==> config.mk <==
export PLATFORM = sky130hd
export DESIGN_NAME = hazard_ctrl_flat
export DESIGN_NICKNAME = d
export VERILOG_FILES = /design/src/rtl/hazard_ctrl_pkg.sv /design/src/rtl/hazard_ctrl_if.sv /design/src/rtl/hazard_perf_cnt.sv /design/src/rtl/hazard_ctrl.sv /design/src/flat_wrapper.sv
export SDC_FILE = /design/constraint.sdc
export NUM_CORES = 1
export LEC_CHECK = 0
export ABC_AREA = 0
export ABC_CLOCK_PERIOD_IN_PS = 1300
export CAP_MARGIN = 20
export CELL_PAD_IN_SITES_DETAIL_PLACEMENT = 0
export CELL_PAD_IN_SITES_GLOBAL_PLACEMENT = 1
export CORE_MARGIN = 5
export CORE_UTILIZATION = 23
export CTS_CLUSTER_DIAMETER = 80
export DETAILED_ROUTE_END_ITERATION = 8
export GPL_TIMING_DRIVEN = 0
export PLACE_DENSITY = 0.71
export RECOVER_POWER = 50
export SETUP_SLACK_MARGIN = 0.02
export SLEW_MARGIN = 30
export SYNTH_ARGS = -nofsm -noshare
export SYNTH_HDL_FRONTEND = slang
export SYNTH_SLANG_ARGS = --single-unit
==> constraint.sdc <==
create_clock -name clk -period 1.3 [get_ports clk]
set_input_delay 0.195 -clock clk [delete_from_list [all_inputs] [get_ports clk]]
set_output_delay 0.195 -clock clk [all_outputs]
set_load 0.02 [all_outputs]
==> src/rtl/hazard_ctrl_pkg.sv <==
// hazard_ctrl_pkg: shared types and constants for the pipeline hazard controller.
//   hz_state_e  - controller state encoding (HZ_RUN, HZ_MDU_BUSY)
//   hz_ctrl_t   - bundle of stall/flush/launch controls driven to the pipeline
//   X0          - architectural zero register index
//   load_use_hit- load-use detection helper
package hazard_ctrl_pkg;

   localparam int unsigned REG_W  = 5;
   localparam int unsigned PERF_W = 32;

   localparam logic [REG_W-1:0] X0 = 5'd0;

   typedef enum logic {
      HZ_RUN      = 1'b0,
      HZ_MDU_BUSY = 1'b1
   } hz_state_e;

   typedef struct packed {
      logic stall_pc;
      logic stall_if_id;
      logic flush_if_id;
      logic stall_id_ex;
      logic flush_id_ex;
      logic stall_ex_mem;
      logic flush_ex_mem;
      logic stall_mem_wb;
      logic mdu_start;
   } hz_ctrl_t;

   // A load in EX whose destination feeds either ID source; x0 never hazards.
   function automatic logic load_use_hit(input logic             mem_read,
                                         input logic [REG_W-1:0] rd,
                                         input logic [REG_W-1:0] rs1,
                                         input logic [REG_W-1:0] rs2);
      return mem_read && (rd != X0) && ((rd == rs1) || (rd == rs2));
   endfunction

endpackage

==> src/rtl/hazard_ctrl_if.sv <==
// hazard_ctrl_if: pipeline <-> hazard controller signal bundle.
//   master: pipeline side (drives stage info, receives stall/flush controls)
//   slave : hazard controller
// Stage info : rs1_id, rs2_id, rd_ex, MemRead_ex, branch_taken_ex, mdu_op_ex,
//              mdu_done, dmem_req_mem, dmem_ready
// Controls   : stall_pc, stall_if_id, flush_if_id, stall_id_ex, flush_id_ex,
//              stall_ex_mem, flush_ex_mem, stall_mem_wb, mdu_start, mdu_timeout
interface hazard_ctrl_if;
   import hazard_ctrl_pkg::*;

   logic [REG_W-1:0] rs1_id;
   logic [REG_W-1:0] rs2_id;
   logic [REG_W-1:0] rd_ex;
   logic             MemRead_ex;
   logic             branch_taken_ex;
   logic             mdu_op_ex;
   logic             mdu_done;
   logic             dmem_req_mem;
   logic             dmem_ready;

   logic             stall_pc;
   logic             stall_if_id;
   logic             flush_if_id;
   logic             stall_id_ex;
   logic             flush_id_ex;
   logic             stall_ex_mem;
   logic             flush_ex_mem;
   logic             stall_mem_wb;
   logic             mdu_start;
   logic             mdu_timeout;

   modport master (
      output rs1_id, rs2_id, rd_ex, MemRead_ex, branch_taken_ex, mdu_op_ex,
             mdu_done, dmem_req_mem, dmem_ready,
      input  stall_pc, stall_if_id, flush_if_id, stall_id_ex, flush_id_ex,
             stall_ex_mem, flush_ex_mem, stall_mem_wb, mdu_start, mdu_timeout
   );

   modport slave (
      input  rs1_id, rs2_id, rd_ex, MemRead_ex, branch_taken_ex, mdu_op_ex,
             mdu_done, dmem_req_mem, dmem_ready,
      output stall_pc, stall_if_id, flush_if_id, stall_id_ex, flush_id_ex,
             stall_ex_mem, flush_ex_mem, stall_mem_wb, mdu_start, mdu_timeout
   );

endinterface

==> src/rtl/hazard_perf_cnt.sv <==
// hazard_perf_cnt: free-running hazard event counters (wrap at 2^32).
//   clk, rst          - clock, synchronous active-high reset
//   stall_i           - PC held this cycle
//   flush_i           - branch flush this cycle
//   loaduse_i         - load-use bubble this cycle
//   stall_cycles_o    - count of stalled cycles
//   flush_events_o    - count of branch flushes
//   loaduse_o         - count of load-use bubbles
module hazard_perf_cnt
   import hazard_ctrl_pkg::*;
(
   input  logic              clk,
   input  logic              rst,
   input  logic              stall_i,
   input  logic              flush_i,
   input  logic              loaduse_i,
   output logic [PERF_W-1:0] stall_cycles_o,
   output logic [PERF_W-1:0] flush_events_o,
   output logic [PERF_W-1:0] loaduse_o
);

   logic [PERF_W-1:0] stall_cycles_q;
   logic [PERF_W-1:0] flush_events_q;
   logic [PERF_W-1:0] loaduse_q;

   always_ff @(posedge clk) begin
      if (rst) begin
         stall_cycles_q <= '0;
         flush_events_q <= '0;
         loaduse_q      <= '0;
      end else begin
         if (stall_i)   stall_cycles_q <= stall_cycles_q + PERF_W'(1);
         if (flush_i)   flush_events_q <= flush_events_q + PERF_W'(1);
         if (loaduse_i) loaduse_q      <= loaduse_q + PERF_W'(1);
      end
   end

   assign stall_cycles_o = stall_cycles_q;
   assign flush_events_o = flush_events_q;
   assign loaduse_o      = loaduse_q;

endmodule

==> src/rtl/hazard_ctrl.sv <==
// hazard_ctrl: stall/flush sequencing for the 5-stage RV32 pipeline.
// Resolves load-use, taken-branch, multi-cycle MDU and dmem wait hazards.
//   clk, rst : core clock, synchronous active-high reset
//   hz       : hazard_ctrl_if.slave (stage info in, stall/flush/mdu controls out)
//   perf_*   : hazard event counters, present only with HAZARD_PERF_EN defined
// Parameter MDU_MAX_CYCLES: MDU_BUSY cycles before the sticky mdu_timeout flag.
// Control outputs are combinational from state and inputs.
module hazard_ctrl
   import hazard_ctrl_pkg::*;
#(
   parameter int unsigned MDU_MAX_CYCLES = 64
) (
   input  logic              clk,
   input  logic              rst,
   hazard_ctrl_if.slave      hz
`ifdef HAZARD_PERF_EN
   ,
   output logic [PERF_W-1:0] perf_stall_cycles,
   output logic [PERF_W-1:0] perf_flush_events,
   output logic [PERF_W-1:0] perf_loaduse
`endif
);

   localparam int unsigned WD_W = (MDU_MAX_CYCLES > 1) ? $clog2(MDU_MAX_CYCLES) : 1;
   localparam logic [WD_W-1:0] WD_LAST = WD_W'(MDU_MAX_CYCLES - 1);

   hz_state_e        state_q, state_d;
   logic             done_pend_q, done_pend_d;
   logic [WD_W-1:0]  wd_cnt_q, wd_cnt_d;
   logic             timeout_q, timeout_d;

   hz_ctrl_t         ctrl_c;
   logic             wd_hit_c;
   logic             mem_wait_c;
   logic             load_use_c;

   assign mem_wait_c = hz.dmem_req_mem & ~hz.dmem_ready;
   assign load_use_c = load_use_hit(hz.MemRead_ex, hz.rd_ex, hz.rs1_id, hz.rs2_id);

   // State register
   always_ff @(posedge clk) begin
      if (rst) begin
         state_q     <= HZ_RUN;
         done_pend_q <= 1'b0;
         wd_cnt_q    <= '0;
         timeout_q   <= 1'b0;
      end else begin
         state_q     <= state_d;
         done_pend_q <= done_pend_d;
         wd_cnt_q    <= wd_cnt_d;
         timeout_q   <= timeout_d;
      end
   end

   // Next-state and control outputs, highest-priority hazard first
   always_comb begin
      state_d     = state_q;
      done_pend_d = done_pend_q;
      wd_cnt_d    = wd_cnt_q;
      timeout_d   = timeout_q;
      ctrl_c      = '0;
      wd_hit_c    = 1'b0;

      unique case (state_q)
         HZ_RUN: begin
            wd_cnt_d    = '0;
            done_pend_d = 1'b0;
            if (mem_wait_c) begin
               ctrl_c.stall_pc     = 1'b1;
               ctrl_c.stall_if_id  = 1'b1;
               ctrl_c.stall_id_ex  = 1'b1;
               ctrl_c.stall_ex_mem = 1'b1;
               ctrl_c.stall_mem_wb = 1'b1;
            end else if (hz.mdu_op_ex && !hz.mdu_done) begin
               // Launch cycle already holds the front end and bubbles MEM
               ctrl_c.mdu_start    = 1'b1;
               ctrl_c.stall_pc     = 1'b1;
               ctrl_c.stall_if_id  = 1'b1;
               ctrl_c.stall_id_ex  = 1'b1;
               ctrl_c.flush_ex_mem = 1'b1;
               state_d             = HZ_MDU_BUSY;
            end else if (hz.branch_taken_ex) begin
               // Squashes the ID instruction, so any load-use on it is moot
               ctrl_c.flush_if_id  = 1'b1;
               ctrl_c.flush_id_ex  = 1'b1;
            end else if (load_use_c) begin
               ctrl_c.stall_pc     = 1'b1;
               ctrl_c.stall_if_id  = 1'b1;
               ctrl_c.flush_id_ex  = 1'b1;
            end
         end

         HZ_MDU_BUSY: begin
            wd_hit_c = (wd_cnt_q == WD_LAST);
            if (wd_hit_c) timeout_d = 1'b1;
            else          wd_cnt_d  = wd_cnt_q + WD_W'(1);

            if (mem_wait_c) begin
               // Remember a result that lands while MEM is waiting
               ctrl_c.stall_pc     = 1'b1;
               ctrl_c.stall_if_id  = 1'b1;
               ctrl_c.stall_id_ex  = 1'b1;
               ctrl_c.stall_ex_mem = 1'b1;
               ctrl_c.stall_mem_wb = 1'b1;
               if (hz.mdu_done) done_pend_d = 1'b1;
            end else if (hz.mdu_done || done_pend_q) begin
               // Exit cycle: nothing held, the MDU op moves on to MEM
               state_d     = HZ_RUN;
               done_pend_d = 1'b0;
               wd_cnt_d    = '0;
            end else begin
               ctrl_c.stall_pc     = 1'b1;
               ctrl_c.stall_if_id  = 1'b1;
               ctrl_c.stall_id_ex  = 1'b1;
               ctrl_c.flush_ex_mem = 1'b1;
            end
         end

         default: state_d = HZ_RUN;
      endcase

      if (rst) begin
         ctrl_c   = '0;
         wd_hit_c = 1'b0;
      end
   end

   assign hz.stall_pc     = ctrl_c.stall_pc;
   assign hz.stall_if_id  = ctrl_c.stall_if_id;
   assign hz.flush_if_id  = ctrl_c.flush_if_id;
   assign hz.stall_id_ex  = ctrl_c.stall_id_ex;
   assign hz.flush_id_ex  = ctrl_c.flush_id_ex;
   assign hz.stall_ex_mem = ctrl_c.stall_ex_mem;
   assign hz.flush_ex_mem = ctrl_c.flush_ex_mem;
   assign hz.stall_mem_wb = ctrl_c.stall_mem_wb;
   assign hz.mdu_start    = ctrl_c.mdu_start;
   // Visible in the cycle the limit is reached, then held by timeout_q
   assign hz.mdu_timeout  = ~rst & (timeout_q | wd_hit_c);

`ifdef HAZARD_PERF_EN
   // flush_if_id only comes from a branch; flush_id_ex with stall_pc only from load-use
   hazard_perf_cnt u_perf (
      .clk            (clk),
      .rst            (rst),
      .stall_i        (ctrl_c.stall_pc),
      .flush_i        (ctrl_c.flush_if_id),
      .loaduse_i      (ctrl_c.flush_id_ex & ctrl_c.stall_pc),
      .stall_cycles_o (perf_stall_cycles),
      .flush_events_o (perf_flush_events),
      .loaduse_o      (perf_loaduse)
   );
`endif

endmodule

==> src/flat_wrapper.sv <==
// flat-port wrapper written by rule: the top's interface ports become plain ports
module hazard_ctrl_flat import hazard_ctrl_pkg::*;
#(
   parameter int unsigned MDU_MAX_CYCLES = 64
)
  (clk, rst, hz_rs1_id, hz_rs2_id, hz_rd_ex, hz_MemRead_ex, hz_branch_taken_ex, hz_mdu_op_ex, hz_mdu_done, hz_dmem_req_mem, hz_dmem_ready, hz_stall_pc, hz_stall_if_id, hz_flush_if_id, hz_stall_id_ex, hz_flush_id_ex, hz_stall_ex_mem, hz_flush_ex_mem, hz_stall_mem_wb, hz_mdu_start, hz_mdu_timeout);
  hazard_ctrl_if hz_i ();
  input  logic clk;
  input  logic rst;
  input wire logic [$bits(hz_i.rs1_id)-1:0] hz_rs1_id;
  input wire logic [$bits(hz_i.rs2_id)-1:0] hz_rs2_id;
  input wire logic [$bits(hz_i.rd_ex)-1:0] hz_rd_ex;
  input wire logic [$bits(hz_i.MemRead_ex)-1:0] hz_MemRead_ex;
  input wire logic [$bits(hz_i.branch_taken_ex)-1:0] hz_branch_taken_ex;
  input wire logic [$bits(hz_i.mdu_op_ex)-1:0] hz_mdu_op_ex;
  input wire logic [$bits(hz_i.mdu_done)-1:0] hz_mdu_done;
  input wire logic [$bits(hz_i.dmem_req_mem)-1:0] hz_dmem_req_mem;
  input wire logic [$bits(hz_i.dmem_ready)-1:0] hz_dmem_ready;
  output wire logic [$bits(hz_i.stall_pc)-1:0] hz_stall_pc;
  output wire logic [$bits(hz_i.stall_if_id)-1:0] hz_stall_if_id;
  output wire logic [$bits(hz_i.flush_if_id)-1:0] hz_flush_if_id;
  output wire logic [$bits(hz_i.stall_id_ex)-1:0] hz_stall_id_ex;
  output wire logic [$bits(hz_i.flush_id_ex)-1:0] hz_flush_id_ex;
  output wire logic [$bits(hz_i.stall_ex_mem)-1:0] hz_stall_ex_mem;
  output wire logic [$bits(hz_i.flush_ex_mem)-1:0] hz_flush_ex_mem;
  output wire logic [$bits(hz_i.stall_mem_wb)-1:0] hz_stall_mem_wb;
  output wire logic [$bits(hz_i.mdu_start)-1:0] hz_mdu_start;
  output wire logic [$bits(hz_i.mdu_timeout)-1:0] hz_mdu_timeout;
  assign hz_i.rs1_id = hz_rs1_id;
  assign hz_i.rs2_id = hz_rs2_id;
  assign hz_i.rd_ex = hz_rd_ex;
  assign hz_i.MemRead_ex = hz_MemRead_ex;
  assign hz_i.branch_taken_ex = hz_branch_taken_ex;
  assign hz_i.mdu_op_ex = hz_mdu_op_ex;
  assign hz_i.mdu_done = hz_mdu_done;
  assign hz_i.dmem_req_mem = hz_dmem_req_mem;
  assign hz_i.dmem_ready = hz_dmem_ready;
  assign hz_stall_pc = hz_i.stall_pc;
  assign hz_stall_if_id = hz_i.stall_if_id;
  assign hz_flush_if_id = hz_i.flush_if_id;
  assign hz_stall_id_ex = hz_i.stall_id_ex;
  assign hz_flush_id_ex = hz_i.flush_id_ex;
  assign hz_stall_ex_mem = hz_i.stall_ex_mem;
  assign hz_flush_ex_mem = hz_i.flush_ex_mem;
  assign hz_stall_mem_wb = hz_i.stall_mem_wb;
  assign hz_mdu_start = hz_i.mdu_start;
  assign hz_mdu_timeout = hz_i.mdu_timeout;
  hazard_ctrl #(.MDU_MAX_CYCLES(MDU_MAX_CYCLES)) u_core (.clk(clk), .rst(rst), .hz(hz_i));
endmodule
==> metrics.md, run 1 <==
| Metric | Value |
|---|---|
| Status | `finished, violations left` |
| Failing checks | `setup timing` |
| Max Fclk | `557 MHz` |
| Pleak | `0.504 nW` |
| CP top delay family | `simple AND/OR/NAND/NOR gates` |
| Grt total ovfl | `0` |
| Row cnt | `18` |
| H-tree Lvls | `1` |
| Critical Path End | `hz_stall_pc` |
| Vias post-DR | `between 600 and 700` |
| Max stage delay on crit path | `0.49 ns` |
| Worst-path maximum fanout | `2` |
| Total GRT Usage | `9.85%` |
| Hold crit path type | `in2reg` |
| Clk_lat worst skew | `~0.25 ns` |
| Post-Synthesis Cell Area | `608 sq um` |
| Starting DRT DRC Count | `18` |
| Final setup vio count | `7` |
| Vias in the first global route | `673` |
| Clock period minus final worst setup slack | `1.79 ns` |
| Synth cell types | `28` |
| Final Cycle Share | `138%` |
| Buffer and inverter count on the worst path | `2` |
| DR WL/cell | `12.9 microns` |
| Root Driver | `clkbuf_4` |
| Post-DP Area | `slightly below 0.001 sq mm` |
| Worst-path clk slew | `0.06 ns` |
| Vias per cell | `4.57` |
| Number of cells on the critical path | `6` |
| Syn Area/Cell | `approximately 8.0 sq um` |
| Post-route DRC violation count | `0` |
| Fin. Hold Viols | `0` |
| Share of cells above drive strength 1 | `between 50% and 60%` |
| Most common cell on crit path | `buf_6` |
| Max-slew violations | `0` |
| CP Cell Sequence | `o21ai_2, nor2_1, or4_4, o21bai_4, buf_6, buf_6` |
| Synth Warn # | `0` |
| Detail Placement HPWL | `between 1000 and 1500 microns` |
| Finished Layout Cells | `150` |
| Reg2reg setup slack | `0.04 ns` |
| WL final | `1930 microns` |
| Die width | `61.4 microns` |
| Crit path capture type | `output port` |
| DR pass1 iterations | `4` |
| Pin count of the biggest net entering global routing | `11` |
| Ant diodes | `0` |
| R2R Path Start | `u_core.wd_cnt_q[0]` |
| Fin area | `0.00118 sq mm` |
| Clock tree buffer depth | `2` |
| Total power | `0.738 mW` |
| Syn Inst Count | `between 70 and 80` |
| CTS Hold Buffers Added | `0` |
| Clock Sinks | `9` |
| CTS buffer count | `3` |
| Antenna Nets Post-Route | `0` |
| Worst EP arrival | `1.60 ns` |
| Final setup margin | `-0.494 ns` |
| Maxcap violations | `0` |
| Hold Path Origin | `hz_dmem_req_mem` |
| IO Count | `33` |
| Initial antenna violation count | `0` |
| Worst VDD drop | `~0.33 mV` |
| First-pass GRT wire length | `between 2000 and 3000 microns` |
| Worst Path Required | `roughly 1.1 ns` |
| Input/output buffers | `31` |
| Filler instances | `251` |
| Crit path from | `u_core.done_pend_q` |
| WS Path Type | `reg2out` |
| Fin nets | `approximately 150` |
| Die Area | `roughly 0.0038 sq mm` |
| Worst reg-to-reg path cell count | `6` |
| Final Wtd Congestion | `about 0.74` |
| Unrepaired setup endpoints after global routing | `yes` |
| Core ar. | `0.00250 sq mm` |
| Die Span Y | `61.4 microns` |
| Synthesis-stage register bit count | `9` |
| Initial Utilization | `24.3%` |
| Terminus of the critical flop-to-flop path | `u_core.wd_cnt_q[1]` |
| Worst Skew | `0.00283 ns` |
| Relative slew slack | `78.4%` |
| CTS tree | `yes` |
| # placed instances | `approximately 140` |
| Startpoint types | `flip-flop` |
| Area Growth Syn to Fin | `94.7%` |
| PD cells | `624 mW/mm^2` |
| Syn_nets | `100` |
| Post-synthesis sequential area ratio | `about 30%` |
| Tightest Pin Transition | `0.324 ns` |
| Crit-path slowest cell | `or4_4` |
-- cells in the final DEF, fill, tap and decap left out, drive strengths merged --
cell type,n
buf,22
inv,2
o31ai,1
nand2,2
o21bai,2
xor2,11
nor3,4
nor2b,2
clkdlybuf4s15,4
xnor2,1
o21ai,4
nand3,2
a31oi,1
a22oi,1
a41oi,1
nor2,12
clkbuf,10
a21oi,2
nand2b,6
and3,1
nand3b,1
dlygate4sd2,9
a21o,1
clkdlybuf4s50,2
or4,2
and4bb,1
dfxtp,9
mux2i,2
ha,1
nor4,1
-- stage by stage --
step / util (%) / hold slack, ns / setup TNS [ns] / setup slack [ns]
floorplan: - / 0.387 / -0.539 / -0.169
global placement: 39.7 / 0.455 / -9.31 / -1.22
detailed placement: 39.7 / 0.470 / -9.17 / -1.23
CTS: 45.8 / 0.283 / -2.06 / -0.507
global route: 47.3 / 0.242 / -2.65 / -0.593
finish: 47.3 / 0.253 / -1.99 / -0.494
-- per-layer routing --
layer | routed length, microns | part of all wire, % | vias up | GRT usage (%)
li1 | - | - | 354 | -
met1 | 768 | 40 | 311 | 12.2
met2 | 1030 | 53 | 18 | 16.9
met3 | 126 | 6.5 | 2 | 2.52
met4 | 12 | 0.62 | 0 | 2.73
met5 | 0 | 0 | - | 0
-- power breakdown --
group          switching (mW)  internal [mW]
clock                  0.0916          0.118
combinational           0.119          0.128
sequential            0.00473          0.277
total                   0.215          0.523
-- worst min path at each step --
stage	end	slack (ns)	cells past startpoint
floorplan	u_core.done_pend_q	0.39	2
global placement	u_core.timeout_q	0.46	2
detailed placement	u_core.timeout_q	0.47	2
CTS	u_core.timeout_q	0.28	2
global route	u_core.done_pend_q	0.24	3
finish	u_core.done_pend_q	0.25	3
-- repair_timing --
action                                  CTS  global route
pin swaps                                17            12
gates resized for setup                 103            22
setup buffers                             7             2
endpoints found under the setup margin   13            12
-- logic make-up after synthesis --
logic type | after synthesis | synth area share [%]
adders and majority gates | 1 | 2.06
muxes | 2 | 3.29
DFF | 9 | 29.6
and+or+nand+nor | 34 | 29.6
xor gates and xnor gates | 12 | 17.3
buffers and inverters | 5 | 4.53
AOI/OAI and AO/OA | 13 | 13.6
-- registers in the layout (all words and copies together) (netlist names) --
signal and flops:
u_core.wd_cnt_q 6, u_core.state_q 1, u_core.timeout_q 1, u_core.done_pend_q 1
-- tightest hold or removal path: stages --
cell and delay [ns]:
clkbuf_2 0.11, nand2b_4 0.10, nor3_1 0.06
-- synth_stat cells, drive strengths merged --
master / count / area (sq um)
xnor2: 1 / 8.76
nor2: 12 / 45.0
nand3b: 1 / 7.51
or4: 2 / 15.0
and4bb: 1 / 12.5
o31ai: 1 / 7.51
ha: 1 / 12.5
nor3: 4 / 20.0
and3: 1 / 6.26
buf: 3 / 20.0
nand3: 2 / 10.0
nor4: 1 / 6.26
nand2: 2 / 7.51
a21oi: 2 / 10.0
a31oi: 1 / 6.26
nor2b: 2 / 12.5
o21bai: 2 / 15.0
a21o: 1 / 7.51
a22oi: 1 / 7.51
dfxtp: 9 / 180
nand2b: 6 / 37.5
a41oi: 1 / 8.76
o21ai: 4 / 20.0
mux2i: 2 / 20.0
xor2: 11 / 96.3
inv: 2 / 7.51
-- final cells by class --
type | instances | area, sq um | area share [%]
clock buffer | 4 | 26.3 | 2.22
inverter | 2 | 7.51 | 0.634
tap | 30 | 37.5 | 3.17
multi-input combinational | 62 | 566 | 47.8
timing repair buffer | 40 | 333 | 28.1
buffer | 3 | 23.8 | 2.01
sequential | 9 | 190 | 16.1
Power figures use the tool's default switching activity.
==> inputs of run 2 (changes only) <==
--- a/config.mk
+++ b/config.mk
@@ -18,7 +18,7 @@
 export PLACE_DENSITY = 0.71
 export RECOVER_POWER = 50
 export SETUP_SLACK_MARGIN = 0.02
-export SLEW_MARGIN = 30
+export SLEW_MARGIN = 20
 export SYNTH_ARGS = -nofsm -noshare
 export SYNTH_HDL_FRONTEND = slang
 export SYNTH_SLANG_ARGS = --single-unit
==> results of run 2 <==
No change in the layout: final DEF, timing and power equal those of run 1.
==> inputs of run 3 (changes only) <==
--- a/config.mk
+++ b/config.mk
@@ -6,16 +6,16 @@
 export NUM_CORES = 1
 export LEC_CHECK = 0
 export ABC_AREA = 0
-export ABC_CLOCK_PERIOD_IN_PS = 1300
+export ABC_CLOCK_PERIOD_IN_PS = 2000
 export CAP_MARGIN = 20
 export CELL_PAD_IN_SITES_DETAIL_PLACEMENT = 0
 export CELL_PAD_IN_SITES_GLOBAL_PLACEMENT = 1
 export CORE_MARGIN = 5
-export CORE_UTILIZATION = 23
+export CORE_UTILIZATION = 26
 export CTS_CLUSTER_DIAMETER = 80
 export DETAILED_ROUTE_END_ITERATION = 8
 export GPL_TIMING_DRIVEN = 0
-export PLACE_DENSITY = 0.71
+export PLACE_DENSITY = 0.76
 export RECOVER_POWER = 50
 export SETUP_SLACK_MARGIN = 0.02
 export SLEW_MARGIN = 20
==> constraint.sdc (replaced) <==
create_clock -name clk -period 2 [get_ports clk]
set_input_delay 0.3 -clock clk [delete_from_list [all_inputs] [get_ports clk]]
set_output_delay 0.3 -clock clk [all_outputs]
set_load 0.02 [all_outputs]
==> metrics.md, run 3 (synthesized netlist as in run 1, its figures left out) <==
| Metric | Value |
|---|---|
| Fin. Hold Viols | `0 (unchanged)` |
| Hold crit path type | `in2reg (unchanged)` |
| Die Area | `0.00341 sq mm (was 0.00377 sq mm)` |
| Worst-path maximum fanout | `2 (unchanged)` |
| Fin nets | `137 (was 145)` |
| Worst Path Required | `1.70 ns (was 1.11 ns)` |
| CTS Hold Buffers Added | `0 (unchanged)` |
| Max FFs per register | `6 (unchanged)` |
| Vias post-DR | `640 (was 685)` |
| Input/output buffers | `31 (unchanged)` |
| Share of cells above drive strength 1 | `25.9% (was 51.7%)` |
| Unrepaired setup endpoints after global routing | `yes (unchanged)` |
| # placed instances | `135 (was 137)` |
| Area Growth Syn to Fin | `70.8% (was 94.7%)` |
| Startpoint types | `input pin (was flip-flop)` |
| CTS buffer count | `3 (unchanged)` |
| Max stage delay on crit path | `0.41 ns (was 0.49 ns)` |
| Status | `finished clean (was finished, violations left)` |
| Die Span Y | `58.4 microns (was 61.4 microns)` |
| IO Count | `33 (unchanged)` |
| Filler instances | `237 (was 251)` |
| Max Fclk | `512 MHz` |
| DR WL/cell | `12.0 microns (was 12.9 microns)` |
| Final setup vio count | `0 (was 7)` |
| Vias per cell | `4.57 (about the same)` |
| CP Cell Sequence | `clkdlybuf4s50_1, xor2_1, nor3_1, a22oi_2, o31ai_2, buf_4 (was o21ai_2, nor2_1, or4_4, o21bai_4, buf_6, buf_6)` |
| DR pass1 iterations | `4 (unchanged)` |
| Crit-path slowest cell | `clkdlybuf4s50_1 (was or4_4)` |
| Multi-input gate area | `468 sq um (was 566 sq um)` |
| Biggest register | `u_core.wd_cnt_q (unchanged)` |
| Pleak | `0.491 nW (was 0.504 nW)` |
| Root Driver | `clkbuf_4 (unchanged)` |
| CTS tree | `yes (unchanged)` |
| Worst-path clk slew | `0.06 ns (about the same)` |
| H-tree Lvls | `1 (unchanged)` |
| Clock tree buffer depth | `2 (unchanged)` |
| Finished Layout Cells | `140 (was 150)` |
| Worst EP arrival | `1.65 ns (was 1.60 ns)` |
| Commonest non-fill, non-tap cell in the layout | `nor2_1 (unchanged)` |
| Detail Placement HPWL | `1350 microns (was 1360 microns)` |
| Vias in the first global route | `646 (was 673)` |
| Total GRT Usage | `10.9% (was 9.85%)` |
| Pin count of the biggest net entering global routing | `11 (unchanged)` |
| Initial Utilization | `27.2% (was 24.3%)` |
| Final Cycle Share | `a little over nine tenths` |
| Row cnt | `17 (was 18)` |
| Final Wtd Congestion | `0.743 (was 0.744)` |
| WL final | `1680 microns (was 1930 microns)` |
| Starting DRT DRC Count | `6 (was 18)` |
| Hold slack | `0.332 ns (was 0.253 ns)` |
| Clock Sinks | `9 (unchanged)` |
| Clock period minus final worst setup slack | `1.95 ns` |
| Area occupied by registers | `183 sq um (was 190 sq um)` |
| Relative slew slack | `66.4% (was 78.4%)` |
| Most frequent cells in the layout | `nor2_1, xor2_1, dlygate4sd2_1 (was nor2_1, xor2_1, buf_4)` |
| Total power | `0.457 mW (was 0.738 mW)` |
| PD cells | `440 mW/mm^2 (was 624 mW/mm^2)` |
| Clk_lat worst skew | `0.26 ns (was 0.25 ns)` |
| CP top delay family | `buffers and inverters (was simple AND/OR/NAND/NOR gates)` |
| Initial antenna violation count | `0 (unchanged)` |
| Grt total ovfl | `0 (unchanged)` |
| Maxcap violations | `0 (unchanged)` |
| Crit path capture type | `output port (unchanged)` |
| Worst VDD drop | `0.311 mV (was 0.334 mV)` |
| Max-slew violations | `0 (unchanged)` |
| First-pass GRT wire length | `2940 microns (was 2840 microns)` |
| Die width | `58.4 microns (was 61.4 microns)` |
| Post-route DRC violation count | `0 (unchanged)` |
| Final Util | `46.5% (was 47.3%)` |
| WS Path Type | `in2out (was reg2out)` |
| Worst Skew | `0.00840 ns (was 0.00283 ns)` |
| Core ar. | `0.00223 sq mm (was 0.00250 sq mm)` |
| Antenna Nets Post-Route | `0 (unchanged)` |
| Tightest Pin Transition | `0.501 ns (was 0.324 ns)` |
| Buffer and inverter count on the worst path | `2 (unchanged)` |
| Ant diodes | `0 (unchanged)` |
run 3: cell types whose count changed in the layout (fill, tap and decap cells not counted), moves of 3 or more:
cell | before | now
dlymetal6s2s_1 | 0 | 5
clkdlybuf4s50_1 | 2 | 7
buf_4 | 10 | 3
nand2b_4 | 3 | 0
buf_6 | 8 | 2
nand2b_1 | 3 | 6
run 3: area by class of cell:
| class | instances | share of cell area (%) |
|---|---|---|
| Clock buffer | 4 | 2.53 |
| Sequential cell | 9 | 17.6 |
| Multi-Input combinational cell | 62 | 45.1 |
| Buffer | 3 | 2.29 |
| Inverter | 2 | 0.723 |
| Timing Repair Buffer | 32 | 28.4 |
| Tap cell | 28 | 3.37 |
run 3: path summary, 6_finish.rpt:
kind / start / endpoint / slack, ns / cells past startpoint
max: hz_rs1_id[2] / hz_flush_id_ex / 0.05 / 6
min: rst / u_core.timeout_q / 0.33 / 2
max reg2reg: u_core.wd_cnt_q[0] / u_core.wd_cnt_q[0] / 0.60 / 5
min reg2reg: u_core.timeout_q / u_core.timeout_q / 0.48 / 2
run 3: per-stage QoR:
step           area (sq um)  setup TNS [ns]  setup WS [ns]
6_report               1040               0         0.0479
5_1_grt                1040         -0.0104        -0.0104
4_1_cts                 976         -0.0559        -0.0559
3_5_place_dp            953           -2.80         -0.781
3_3_place_gp            953           -2.81         -0.789
2_1_floorplan           608               0          0.119
run 3: repair_timing:
action,in CTS,in global routing
pin swaps,1,9
setup buffers,0,1
setup endpoints to repair,10,4
gates resized for setup,39,30
run 3: routing by layer:
layer  part of all wire [%]  vias up  global-route usage, %  wire [microns]
li1                       -      333                      -               -
met1                     41      290                   13.4             691
met2                     53       17                   18.0             886
met3                    6.0        0                   4.39             100
met4                      0        0                   1.99               0
met5                      0        -                      0               0
run 3: power by group:
part | switching [mW] | internal (mW) | total, mW
Clock | 0.0587 | 0.0766 | 0.135
Sequential | 0.00296 | 0.182 | 0.185
Combinational | 0.0633 | 0.0739 | 0.137
Total | 0.125 | 0.332 | 0.457
run 3: worst reg2reg max path, cell delays in order (launching register included):
cell	delay, ns
dfxtp_1	0.37
ha_1	0.21
and3_1	0.23
nand3_1	0.21
xnor2_1	0.21
nor2_1	0.05
